### config.mk
export PLATFORM = sky130hd
export DESIGN_NAME = mant_div_seq_flat
export DESIGN_NICKNAME = d
export VERILOG_FILES = /design/src/rtl/mant_div_pkg.sv /design/src/rtl/mant_div_seq_if.sv /design/src/rtl/mant_div_step.sv /design/src/rtl/mant_div_seq.sv /design/src/flat_wrapper.sv
export SDC_FILE = /design/constraint.sdc
export NUM_CORES = 1
export LEC_CHECK = 0
export CELL_PAD_IN_SITES_DETAIL_PLACEMENT = 0
export CELL_PAD_IN_SITES_GLOBAL_PLACEMENT = 2
export CORE_ASPECT_RATIO = 1.2
export CORE_UTILIZATION = 37
export CTS_BUF_LIST = sky130_fd_sc_hd__clkbuf_4
export DETAILED_ROUTE_END_ITERATION = 8
export PLACE_DENSITY = 0.88
export SLEW_MARGIN = 40
export SYNTH_ARGS = -nofsm -noshare
export SYNTH_HDL_FRONTEND = slang
export SYNTH_SLANG_ARGS = --single-unit
### constraint.sdc
create_clock -name clk -period 5.3 [get_ports clk]
set_input_delay 0.795 -clock clk [delete_from_list [all_inputs] [get_ports clk]]
set_output_delay 0.795 -clock clk [all_outputs]
set_load 0.005 [all_outputs]
### src/rtl/mant_div_pkg.sv
// rtl/mant_div_pkg.sv - shared types and widths for the mantissa divider
package mant_div_pkg;

  typedef enum logic [1:0] {
    IDLE,
    BUSY,
    DONE
  } div_state_t;

  // FPU mantissa width; default operand width of the divider
  localparam int MANT_W = 58;

endpackage

### src/rtl/mant_div_seq_if.sv
// rtl/mant_div_seq_if.sv - operand/result handshake bundle for the mantissa divider
interface mant_div_seq_if
  import mant_div_pkg::*;
#(
  parameter int W = MANT_W
);

  logic         in_valid;
  logic         in_ready;
  logic [W-1:0] a;
  logic [W-1:0] b;
  logic         out_valid;
  logic         out_ready;
  logic [W-1:0] quo;
  logic [W-1:0] rem;
  logic         sticky;
  logic         dbz;

  // requester side: supplies operands, consumes results
  modport master (
    output in_valid, a, b, out_ready,
    input  in_ready, out_valid, quo, rem, sticky, dbz
  );

  // divider side
  modport slave (
    input  in_valid, a, b, out_ready,
    output in_ready, out_valid, quo, rem, sticky, dbz
  );

endinterface

### src/rtl/mant_div_step.sv
// rtl/mant_div_step.sv - one combinational restoring-division step
module mant_div_step #(
  parameter int W = 58
) (
  input  logic [W-1:0] prem,
  input  logic         din,
  input  logic [W-1:0] bd,
  output logic [W-1:0] prem_nxt,
  output logic         qbit
);

  logic [W:0] shifted;
  logic [W:0] trial;

  // Shift in the next dividend bit and try subtracting the divisor; a clear
  // sign bit means the divisor fit, so keep the difference and emit a 1.
  always_comb begin
    shifted  = {prem, din};
    trial    = shifted - {1'b0, bd};
    qbit     = ~trial[W];
    prem_nxt = trial[W] ? shifted[W-1:0] : trial[W-1:0];
  end

endmodule

### src/rtl/mant_div_seq.sv
// rtl/mant_div_seq.sv - iterative radix-2 restoring divider, one quotient bit per cycle
module mant_div_seq
  import mant_div_pkg::*;
#(
  parameter int W = MANT_W
) (
  input  logic           clk,
  input  logic           rst_n,
  mant_div_seq_if.slave  bus
);

  localparam int CW = (W > 2) ? $clog2(W) : 1;
  localparam logic [CW-1:0] CNT_INIT = CW'(W - 1);

  div_state_t    state;
  logic [CW-1:0] cnt;
  logic [W-1:0]  qsr;
  // Restoring keeps the partial remainder below the divisor, so its top
  // (W-th) bit is always zero and only the low W bits are stored.
  logic [W-1:0]  prem;
  logic [W-1:0]  bd;

  logic          in_ready_q;
  logic          out_valid_q;
  logic [W-1:0]  quo_q;
  logic [W-1:0]  rem_q;
  logic          sticky_q;
  logic          dbz_q;

  logic [W-1:0]  step_prem;
  logic          step_q;

  mant_div_step #(.W(W)) u_step (
    .prem     (prem),
    .din      (qsr[W-1]),
    .bd       (bd),
    .prem_nxt (step_prem),
    .qbit     (step_q)
  );

  assign bus.in_ready  = in_ready_q;
  assign bus.out_valid = out_valid_q;
  assign bus.quo       = quo_q;
  assign bus.rem       = rem_q;
  assign bus.sticky    = sticky_q;
  assign bus.dbz       = dbz_q;

  // Control FSM plus datapath registers; every output is a flop.
  always_ff @(posedge clk or negedge rst_n) begin
    if (!rst_n) begin
      state       <= IDLE;
      cnt         <= '0;
      qsr         <= '0;
      prem        <= '0;
      bd          <= '0;
      in_ready_q  <= 1'b0;
      out_valid_q <= 1'b0;
      quo_q       <= '0;
      rem_q       <= '0;
      sticky_q    <= 1'b0;
      dbz_q       <= 1'b0;
    end else begin
      case (state)
        IDLE: begin
          in_ready_q <= 1'b1;
          if (bus.in_valid && in_ready_q) begin
            qsr        <= bus.a;
            bd         <= bus.b;
            prem       <= '0;
            cnt        <= CNT_INIT;
            dbz_q      <= (bus.b == '0);
            in_ready_q <= 1'b0;
            state      <= (bus.b == '0) ? DONE : BUSY;
          end
        end
        BUSY: begin
          prem <= step_prem;
          qsr  <= {qsr[W-2:0], step_q};
          if (cnt == '0) begin
            state       <= DONE;
            out_valid_q <= 1'b1;
            quo_q       <= {qsr[W-2:0], step_q};
            rem_q       <= step_prem;
            sticky_q    <= |step_prem;
          end else begin
            cnt <= cnt - 1'b1;
          end
        end
        DONE: begin
          if (!out_valid_q) begin
            // Divide-by-zero arrives here straight from IDLE; qsr still holds a.
            out_valid_q <= 1'b1;
            quo_q       <= '1;
            rem_q       <= qsr;
            sticky_q    <= |qsr;
          end else if (bus.out_ready) begin
            out_valid_q <= 1'b0;
            in_ready_q  <= 1'b1;
            state       <= IDLE;
          end
        end
        default: begin
          state <= IDLE;
        end
      endcase
    end
  end

endmodule

### src/flat_wrapper.sv
// flat-port wrapper written by rule: the top's interface ports become plain ports
module mant_div_seq_flat import mant_div_pkg::*;
#(
  parameter int W = MANT_W
)
  (clk, rst_n, bus_in_valid, bus_a, bus_b, bus_out_ready, bus_in_ready, bus_out_valid, bus_quo, bus_rem, bus_sticky, bus_dbz);
  mant_div_seq_if #(.W(W)) bus_i ();
  input  logic clk;
  input  logic rst_n;
  input wire logic [$bits(bus_i.in_valid)-1:0] bus_in_valid;
  input wire logic [$bits(bus_i.a)-1:0] bus_a;
  input wire logic [$bits(bus_i.b)-1:0] bus_b;
  input wire logic [$bits(bus_i.out_ready)-1:0] bus_out_ready;
  output wire logic [$bits(bus_i.in_ready)-1:0] bus_in_ready;
  output wire logic [$bits(bus_i.out_valid)-1:0] bus_out_valid;
  output wire logic [$bits(bus_i.quo)-1:0] bus_quo;
  output wire logic [$bits(bus_i.rem)-1:0] bus_rem;
  output wire logic [$bits(bus_i.sticky)-1:0] bus_sticky;
  output wire logic [$bits(bus_i.dbz)-1:0] bus_dbz;
  assign bus_i.in_valid = bus_in_valid;
  assign bus_i.a = bus_a;
  assign bus_i.b = bus_b;
  assign bus_i.out_ready = bus_out_ready;
  assign bus_in_ready = bus_i.in_ready;
  assign bus_out_valid = bus_i.out_valid;
  assign bus_quo = bus_i.quo;
  assign bus_rem = bus_i.rem;
  assign bus_sticky = bus_i.sticky;
  assign bus_dbz = bus_i.dbz;
  mant_div_seq #(.W(W)) u_core (.clk(clk), .rst_n(rst_n), .bus(bus_i));
endmodule
* Yosys cells after proc, flatten, opt, wreduce, memory -nomap -nowiden
Cells that the tools add are included.
Widths: inputs -> output; s select.
** Word-level totals
- ROM bits :: 0
- Bits in writable memories :: 0
- Latch bits :: 0
- Memories kept :: 0
- Bits in registers :: 302
- Output and inout bits :: 120
- Logic and storage cells :: 69
- Input bits :: 120
** Operators by class
- Equality and inequality tests :: 8
- Multiply operators :: 0
- Bitwise logic cells :: 1
- Shift-type cells :: 0
- Order comparisons :: 0
- Reduce and logical (&&, ||, !) cells :: 16
- $add $sub $neg :: 2
- Div/mod/pow operators :: 0
- Muxes and demuxes :: 31
** Operator list (number)
- $pmux 58 s2 :: 4
- $mux 58 :: 7
- $reduce_or 58->1 :: 2
- $sub 59x58->59 :: 1
- $logic_not 58->1 :: 1
- $mux 6 :: 2
- $pmux 6 s2 :: 1
- $mux 2 :: 5
- $reduce_and 3->1 :: 3
- $mux 1 :: 8
- $logic_not 6->1 :: 1
- $ne 2x1->1 const B :: 3
- $ne 2x2->1 const B :: 3
- $pmux 1 s2 :: 3
- $pmux 2 s3 :: 1
- $reduce_and 2->1 :: 3
- $reduce_bool 2->1 :: 3
- $sub 6x1->6 const B :: 1
- $reduce_and 4->1 :: 1
- $eq 2x1->1 const B :: 1
- $eq 2x2->1 const B :: 1
- $logic_not 2->1 :: 1
- $logic_and 1x1->1 :: 1
- $not 1->1 :: 1

* Depth between registers and ports, before layout
Gate-level depths: netlist of run 1.
- Depth after elaboration :: 5
- Mapped depth :: 18

* Modules after synthesis
A second synthesis of run 1 with hierarchy kept.
** Unflattened totals
- Cells, all modules :: 1994
- Area, all modules :: 17484.3 um^2
** Modules (own cells, without submodules)
- mant_div_seq :: times used 1, sequential area each 7557.2 um^2, cells each 1315, area each 12632.1 um^2
- mant_div_step :: times used 1, sequential area each 0.0 um^2, cells each 679, area each 4852.2 um^2

* Worst setup path before layout of run 1
Ideal clock, no wire load.
- Kind :: register to register
- Start :: reg u_core.qsr[57]
- End :: reg u_core.sticky_q (netlist: u_core.bus.sticky)
- Period minus slack after synthesis :: 3.433 ns
- Cell stages (with the launch flop) :: 18
- Setup time :: 0.121 ns
- Data arrival time :: 3.312 ns
- Data required time :: 5.179 ns
- Slack :: 1.867 ns
- Cell sequence :: dfrtp_1 > inv_1 > ha_1 > fa_1 > nand2b_1 > a21oi_1 > o21ai_1 > a31oi_1 > and4_1 > or3_1 > and2_1 > clkbuf_1 > buf_6 > mux2i_1 > o2111ai_1 > nor4_1 > and4b_1 > nor2_1
** Between the ends
- Word-level cells in the longest chain between the ends :: 5
- Elaborated cells on any way between the ends :: 7
** RTL lines
- start: declaration :: line mant_div_seq.sv:17 : logic [W-1:0] qsr;
- start signal: assignment :: line mant_div_seq.sv:67 : qsr <= bus.a;
- start signal: assignment :: line mant_div_seq.sv:78 : qsr <= {qsr[W-2:0], step_q};
- $sub 59x58->59 :: line mant_div_step.sv:19 : trial = shifted - {1'b0, bd};
- $mux 58 :: line mant_div_step.sv:21 : prem_nxt = trial[W] ? shifted[W-1:0] : trial[W-1:0];
- $reduce_or 58->1 :: line mant_div_seq.sv:84 : sticky_q <= |step_prem;
- $mux 1 :: line mant_div_seq.sv:79 : if (cnt == '0) begin
- $pmux 1 s2 * :: line mant_div_seq.sv:63 : case (state)
- end signal: assignment :: line mant_div_seq.sv:84
- end signal: assignment :: line mant_div_seq.sv:95 : sticky_q <= |qsr;
- end: declaration :: line mant_div_seq.sv:27 : logic sticky_q;
Every way passes the cells marked *; elsewhere a longest branch is shown, timed or not. The select of a mux whose other input is x is not followed.
A chain may end at the register's enable or synchronous reset.

* Final worst setup path of run 1
- Start :: reg u_core.prem[46]
- End :: reg u_core.sticky_q (netlist: u_core.bus.sticky)
** Between the ends
- Word-level cells in the longest chain between the ends :: 5
** RTL lines
- start: declaration :: line mant_div_seq.sv:20 : logic [W-1:0] prem;
- start signal: assignment :: line mant_div_seq.sv:77 : prem <= step_prem;
- $sub 59x58->59 :: line mant_div_step.sv:19
- $mux 58 * :: line mant_div_step.sv:21
- $reduce_or 58->1 * :: line mant_div_seq.sv:84
- $mux 1 * :: line mant_div_seq.sv:79
- $pmux 1 s2 * :: line mant_div_seq.sv:63
Marks and branches as above.

==> flow_summary.json, run 1 <==
{
  "power_density_mw_per_mm2": 801.8,
  "synthToLayoutAreaGrowth_pct": 23.96,
  "fillers": 4455,
  "ys_ff_latch": 302,
  "cp-end-kind": "register",
  "cts_tree": "built",
  "path_max_fanout": 26,
  "required_ps": 5970,
  "clk_pin_slew_ps": 70,
  "grt_pass1_vias": 15830,
  "async_reset_ff_share_pct": 100.0,
  "ir_drop_mv": 0.2751,
  "fin_crit_sh_pct": 86.46,
  "die_area_mm2": 0.04708,
  "fmax_ghz": 0.2182,
  "netlist_area_mm2": 0.01710,
  "cts_max_path_buffers": 3,
  "status": "finished, final reports clean",
  "die_w_um": 198.2,
  "timing.hold.ws_ps": 486.2,
  "hold_path_class": "register to register",
  "synth_cell_types": 71,
  "dr_total_vias": 16070,
  "port_buffers": 239,
  "drt_wl_total_um": 61750,
  "synth_cells": 2022,
  "ys_seq_area_share_pct": 44.20,
  "pin_count": 240,
  "cts_num_sinks": 302,
  "clk_latency_ps": 810,
  "layout.nets": 2421,
  "setup-violations-final": 0,
  "grt.total_usage_pct": 26.35,
  "final.min_clock_period_ps": 4582,
  "grt_use_met2_pct": 40.57,
  "cts-htree-levels": 3,
  "cts_root_buf": "clkbuf_4",
  "top_usage_layer": "met2",
  "worst-setup-path-type": "register to register",
  "antenna_found_initial": 2,
  "cpPeakStageDelay_ps": 630,
  "grt_max_degree": 113,
  "clock_skew_ps": 36.37,
  "final-instance-count-excl-fill": 2912,
  "via_per_inst": 5.518,
  "rsz0062_at_grt": "false",
  "drtPass1Iterations": 5,
  "slew_violations": 0,
  "cap_violations": 0,
  "gr-usage-met3_pct": 5.931,
  "finalWeightedCongestion": 0.9984,
  "fin_tns_setup_ps": 0,
  "slowest_stage": "ha_1",
  "die_y_um": 237.5,
  "grt_pass1_wl_um": 94470,
  "synth_nets": 2203,
  "placedCellCount": 2761,
  "slew_headroom_pct": 47.95,
  "wl_per_cell_um": 21.21,
  "drive_above_1_share_pct": 8.605,
  "arrival_ps": 5250,
  "tightest_slew_ps": 780.7,
  "drc": 0,
  "numCtsBuffers": 85,
  "core_mm2": 0.04520,
  "start_util_pct": 37.83,
  "leakagePower_nw": 9.015,
  "dpl.hpwl_um": 46160,
  "worstSetupStartpointType": "register",
  "crit_chain": "ha_1, nand4_1, nor4b_2, nand2_1, o31ai_1, a211o_1, or3_1, and2_2, mux2i_1, o2111ai_1, nor4_1, and4b_1, nor2_1",
  "synth-edff-count": 0,
  "post_synth.cell_area_avg_um2": 8.456,
  "post-cts-setup-buffers": 0,
  "hold_viol_final": 0,
  "ant_nets": 0,
  "grtUsageMet1_pct": 35.87,
  "grt-ovfl-total": 0,
  "drtIter0Drc": 1019,
  "yosys_warnings": 0,
  "row_count": 85,
  "synth_ff_type": "dfrtp_1"
}
==> where the power goes <==
group | switching [W] | internal (W) | leakage [nW]
clock network | 0.00103 | 0.00117 | 0.647
logic | 0.00630 | 0.00402 | 4.90
registers | 0.00108 | 0.00340 | 3.47
total | 0.00841 | 0.00858 | 9.01
==> flip-flops by register name, summed over array words and instances (netlist names), 2 cells and up <==
signal / flops
u_core.state: 2
u_core.qsr: 58
u_core.bd: 58
u_core.cnt: 6
u_core.bus.rem: 58
u_core.prem: 58
u_core.bus.quo: 58
==> final cells by class <==
class,count,area [um2],share of cell area (%)
antenna,2,5.005,0.02361
clock buffer,131,983.4,4.640
clock inverter,17,103.9,0.4900
inverter,74,277.8,1.311
multi-input combinational,1511,8768,41.37
sequential,302,7557,35.66
tap,609,762.0,3.595
timing repair buffer,266,2738,12.92
==> cells in the final DEF (no fill, tap or decap), types with 29 or more instances in the layout <==
| master | n |
|---|---|
| nand2_1 | 311 |
| dfrtp_1 | 302 |
| clkdlybuf4s50_1 | 238 |
| o21ai_0 | 208 |
| nor2_1 | 195 |
| a21oi_1 | 163 |
| clkbuf_4 | 131 |
| nand3_1 | 78 |
| inv_1 | 74 |
| a31oi_1 | 69 |
| ha_1 | 60 |
| o22a_1 | 56 |
| nor4_1 | 47 |
| mux2i_1 | 39 |
| xnor2_1 | 29 |
==> logic make-up (layout without fill, tap and decap cells) <==
logic type	count (synthesis)	count (layout)	share of synthesized area, %
DFF	302	302	44.20
AOI/OAI and AO/OA	618	618	21.97
and+or+nand+nor	737	737	19.22
buffers and inverters	209	488	4.888
other	0	2	0
xor gates and xnor gates	52	52	2.664
muxes	43	43	2.546
adders and majority gates	61	61	4.508
==> cells in the mapped netlist (all sizes together) (3+ instances only) <==
library cell | instances | area, um2
and4 | 7 | 61.31
or4 | 4 | 33.78
a21boi | 4 | 30.03
nor3 | 20 | 100.1
a21oi | 169 | 868.3
o31a | 4 | 35.03
xor2 | 23 | 201.4
inv | 74 | 277.8
xnor2 | 29 | 254.0
nor2 | 195 | 732.0
o21a | 10 | 75.07
a41oi | 3 | 26.28
a21o | 23 | 172.7
a2111oi | 5 | 50.04
nand3 | 79 | 395.4
nor3b | 3 | 22.52
o21bai | 6 | 45.04
buf | 39 | 197.7
o211ai | 10 | 80.07
nor4b | 5 | 50.04
or3 | 6 | 37.54
nand2 | 312 | 1171
mux2 | 4 | 45.04
nand2b | 9 | 56.30
nor2b | 7 | 43.79
a211oi | 8 | 65.06
ha | 60 | 750.7
mux2i | 39 | 390.4
o21ai | 224 | 1125
dfrtp | 302 | 7557
nand4 | 22 | 137.6
clkbuf | 96 | 360.4
and2 | 5 | 33.78
a31oi | 69 | 431.7
o31ai | 5 | 51.30
a31o | 5 | 43.79
o22a | 56 | 490.5
nor4 | 47 | 294.0
and3 | 8 | 50.05
==> critical path: cells and delay by family, from the launching register on <==
family / cells / cell delay, ps
and+or+nand+nor: 8 / 2300
adders and majority gates: 1 / 630
DFF: 1 / 520
muxes: 1 / 400
AOI/OAI and AO/OA: 3 / 590
==> routing by layer <==
metal  part of all wire [%]  wire length, um
met2                     45            27730
met3                    6.9             4255
met5                      0                0
met4                    2.9             1763
met1                     45            28010
==> repair_timing <==
item,in CTS,in global routing
hold endpoints to repair,54,0
resized for setup,0,0
hold buffers,1,0
==> path summary, 6_finish.rpt <==
check	startpoint	to	slack [ps]	depth (start not counted)
worst max-delay path	u_core.prem[46]$_DFFE_PN0P_	u_core.bus.sticky$_DFFE_PN0P_	720	13
worst min-delay path	u_core.bus.quo[49]$_DFFE_PN0P_	u_core.bus.quo[49]$_DFFE_PN0P_	490	1
worst max register to register	u_core.prem[46]$_DFFE_PN0P_	u_core.bus.sticky$_DFFE_PN0P_	720	13
worst min register to register	u_core.bus.quo[49]$_DFFE_PN0P_	u_core.bus.quo[49]$_DFFE_PN0P_	490	1
max in group asynchronous	rst_n	u_core.bd[55]$_DFFE_PN0P_	3470	4
min in group asynchronous	rst_n	u_core.qsr[13]$_DFFE_PN0P_	520	2
==> through the flow <==
stage / setup WS, ps / area, um2 / power (W) / utilization [%]
6_report: 717.6 / 21200 / 0.01699 / 46.89
5_1_grt: 444.2 / 21200 / 0.01831 / 46.89
2_1_floorplan: 1867 / 17100 / 0.01072 / -
3_5_place_dp: 723.1 / 20080 / 0.01464 / 44.43
3_3_place_gp: 879.4 / 19950 / 0.01456 / 44.13
4_1_cts: 728.7 / 21180 / 0.01696 / 46.85
(Power assumes the default switching activity.)
==> inputs of run 2 (changes only) <==
- PLACE_DENSITY: 0.88 -> 0.93
==> run 2 against run 1 <==
  * Die area did not move
  * Flip-flop and latch count did not move
  * Largest power group unchanged
  * Critical path depth rose by 2
  * Highest routed layer unchanged
  * Global-route usage fell by 0.26 points
  * Critical endpoint unchanged
==> flow_summary.json, run 2 (synthesized netlist as in run 1, its figures left out) <==
{
  "cap_violations": 0,
  "core_mm2": 0.04520,
  "die_area_mm2": 0.04708,
  "tightest_slew_ps": 775.2,
  "clock_skew_ps": 68.03,
  "leakagePower_nw": 8.886,
  "worst-setup-path-type": "register to register",
  "start_util_pct": 37.83,
  "slew_violations": 0,
  "drtIter0Drc": 1203,
  "die_y_um": 237.5,
  "ant_nets": 0,
  "clk_latency_ps": 830,
  "row_count": 85,
  "grt_pass1_wl_um": 93340,
  "hold_path_class": "register to register",
  "layout_common_cells": "nand2_1 (311), dfrtp_1 (302), clkdlybuf4s50_1 (238)",
  "finalWeightedCongestion": 0.9482,
  "cts_tree": "built",
  "dpl.hpwl_um": 45220,
  "arrival_ps": 5400,
  "via_per_inst": 5.530,
  "fmax_ghz": 0.2121,
  "layout.nets": 2413,
  "numCtsBuffers": 80,
  "wl_per_cell_um": 21.16,
  "cp-end-kind": "register",
  "status": "finished, final reports clean",
  "pwr-share-comb_pct": 61.2,
  "rsz0062_at_grt": "false",
  "clkPwrFrac_pct": 12.0,
  "fin_tns_setup_ps": 0,
  "p_switching_w": 0.008331,
  "final_common_cell": "nand2_1",
  "seqPwrFrac_pct": 26.7,
  "intPower_w": 0.008382,
  "required_ps": 5980,
  "cts_max_path_buffers": 3,
  "final.min_clock_period_ps": 4715,
  "fin_crit_sh_pct": 88.96,
  "cts-htree-levels": 3,
  "worstSetupStartpointType": "register",
  "power_density_mw_per_mm2": 796.3,
  "slew_headroom_pct": 48.08,
  "dr_total_vias": 15950,
  "pin_count": 240,
  "cts_root_buf": "clkbuf_4",
  "port_buffers": 239,
  "p_sw_share_pct": 49.85,
  "drc": 0,
  "clk_pin_slew_ps": 60,
  "grt-ovfl-total": 0,
  "grt_max_degree": 127,
  "synthToLayoutAreaGrowth_pct": 22.75,
  "path_max_fanout": 26,
  "setup-violations-final": 0,
  "grt_pass1_vias": 15630,
  "antenna_found_initial": 2,
  "cts_num_sinks": 302,
  "reg2reg_slack_ps": 590,
  "hold_viol_final": 0,
  "fin_total_pwr_w": 0.01671,
  "ir_drop_mv": 0.2717,
  "drive_above_1_share_pct": 7.479,
  "grt.total_usage_pct": 26.09,
  "drt_wl_total_um": 61030,
  "drtPass1Iterations": 5,
  "die_w_um": 198.2
}
-- run 2: per-layer routing --
layer  wire length, um  up-vias  GRT usage (%)  share of wire, %
met4              1349        0          9.138               2.2
met2             27560      516          39.44                45
met3              4108       65          5.221               6.7
met5                 0        -              0                 0
li1                  -     7642              -                 -
met1             28020     7725          36.90                46
-- run 2: final cells by class --
type / count / area, um2
tap: 609 / 762.0
sequential: 302 / 7557
clock inverter: 19 / 135.1
clock buffer: 104 / 780.7
timing repair buffer: 263 / 2693
fill: 4483 / 24210
antenna: 2 / 5.005
multi-input combinational: 1511 / 8778
inverter: 74 / 277.8
-- run 2: timing repair --
action | in CTS | in global routing
resized for setup | 0 | 0
hold endpoints to repair | 52 | 0
setup buffers | 0 | 0
hold buffers | 1 | 0
-- run 2: per-stage QoR --
| step | utilization [%] | worst slack, ps | hold WS (ps) | cell area (um2) | std cells |
|---|---|---|---|---|---|
| 2_1_floorplan | - | 1867 | 449.7 | 17100 | 2022 |
| 3_3_place_gp | 44.09 | 704.4 | 464.7 | 19930 | 2754 |
| 3_5_place_dp | 44.28 | 628.6 | 476.1 | 20020 | 2757 |
| 4_1_cts | 46.33 | 612.6 | 473.9 | 20940 | 2881 |
| 5_1_grt | 46.44 | 262.4 | 506.9 | 20990 | 2884 |
| 6_report | 46.44 | 585.2 | 486.6 | 20990 | 2884 |
-- run 2: critical path, stage by stage, from the launching register on --
cell       delay, ps
dfrtp_1          480
inv_1             80
ha_1             230
fa_1             410
nand2b_1         190
a21oi_1          250
o21ai_1          140
a31oi_1          410
and4_1           270
or3_1            130
and2_2           630
mux2i_1          420
o2111ai_1        230
nor4_1           400
and4b_1          260
nor2_1            40
-- run 2: final timing paths --
| kind | start | end | depth (start not counted) |
|---|---|---|---|
| setup / recovery | u_core.qsr[57]$_DFFE_PN0P_ | u_core.bus.sticky$_DFFE_PN0P_ | 15 |
| hold / removal | u_core.bus.quo[15]$_DFFE_PN0P_ | u_core.bus.quo[15]$_DFFE_PN0P_ | 1 |
| setup reg to reg | u_core.qsr[57]$_DFFE_PN0P_ | u_core.bus.sticky$_DFFE_PN0P_ | 15 |
| hold reg to reg | u_core.bus.quo[15]$_DFFE_PN0P_ | u_core.bus.quo[15]$_DFFE_PN0P_ | 1 |
| max in group asynchronous | rst_n | u_core.bd[50]$_DFFE_PN0P_ | 4 |
| min in group asynchronous | rst_n | u_core.bus.quo[12]$_DFFE_PN0P_ | 2 |
-- run 2: power by group through the flow --
stage / logic [W] / registers [W] / clock network [W]
floorplan: 0.00664 / 0.00407 / 0
global placement: 0.0100 / 0.00447 / 0
detailed placement: 0.0100 / 0.00447 / 0
CTS: 0.0101 / 0.00444 / 0.00207
global route: 0.0112 / 0.00459 / 0.00219
finish: 0.0102 / 0.00447 / 0.00201
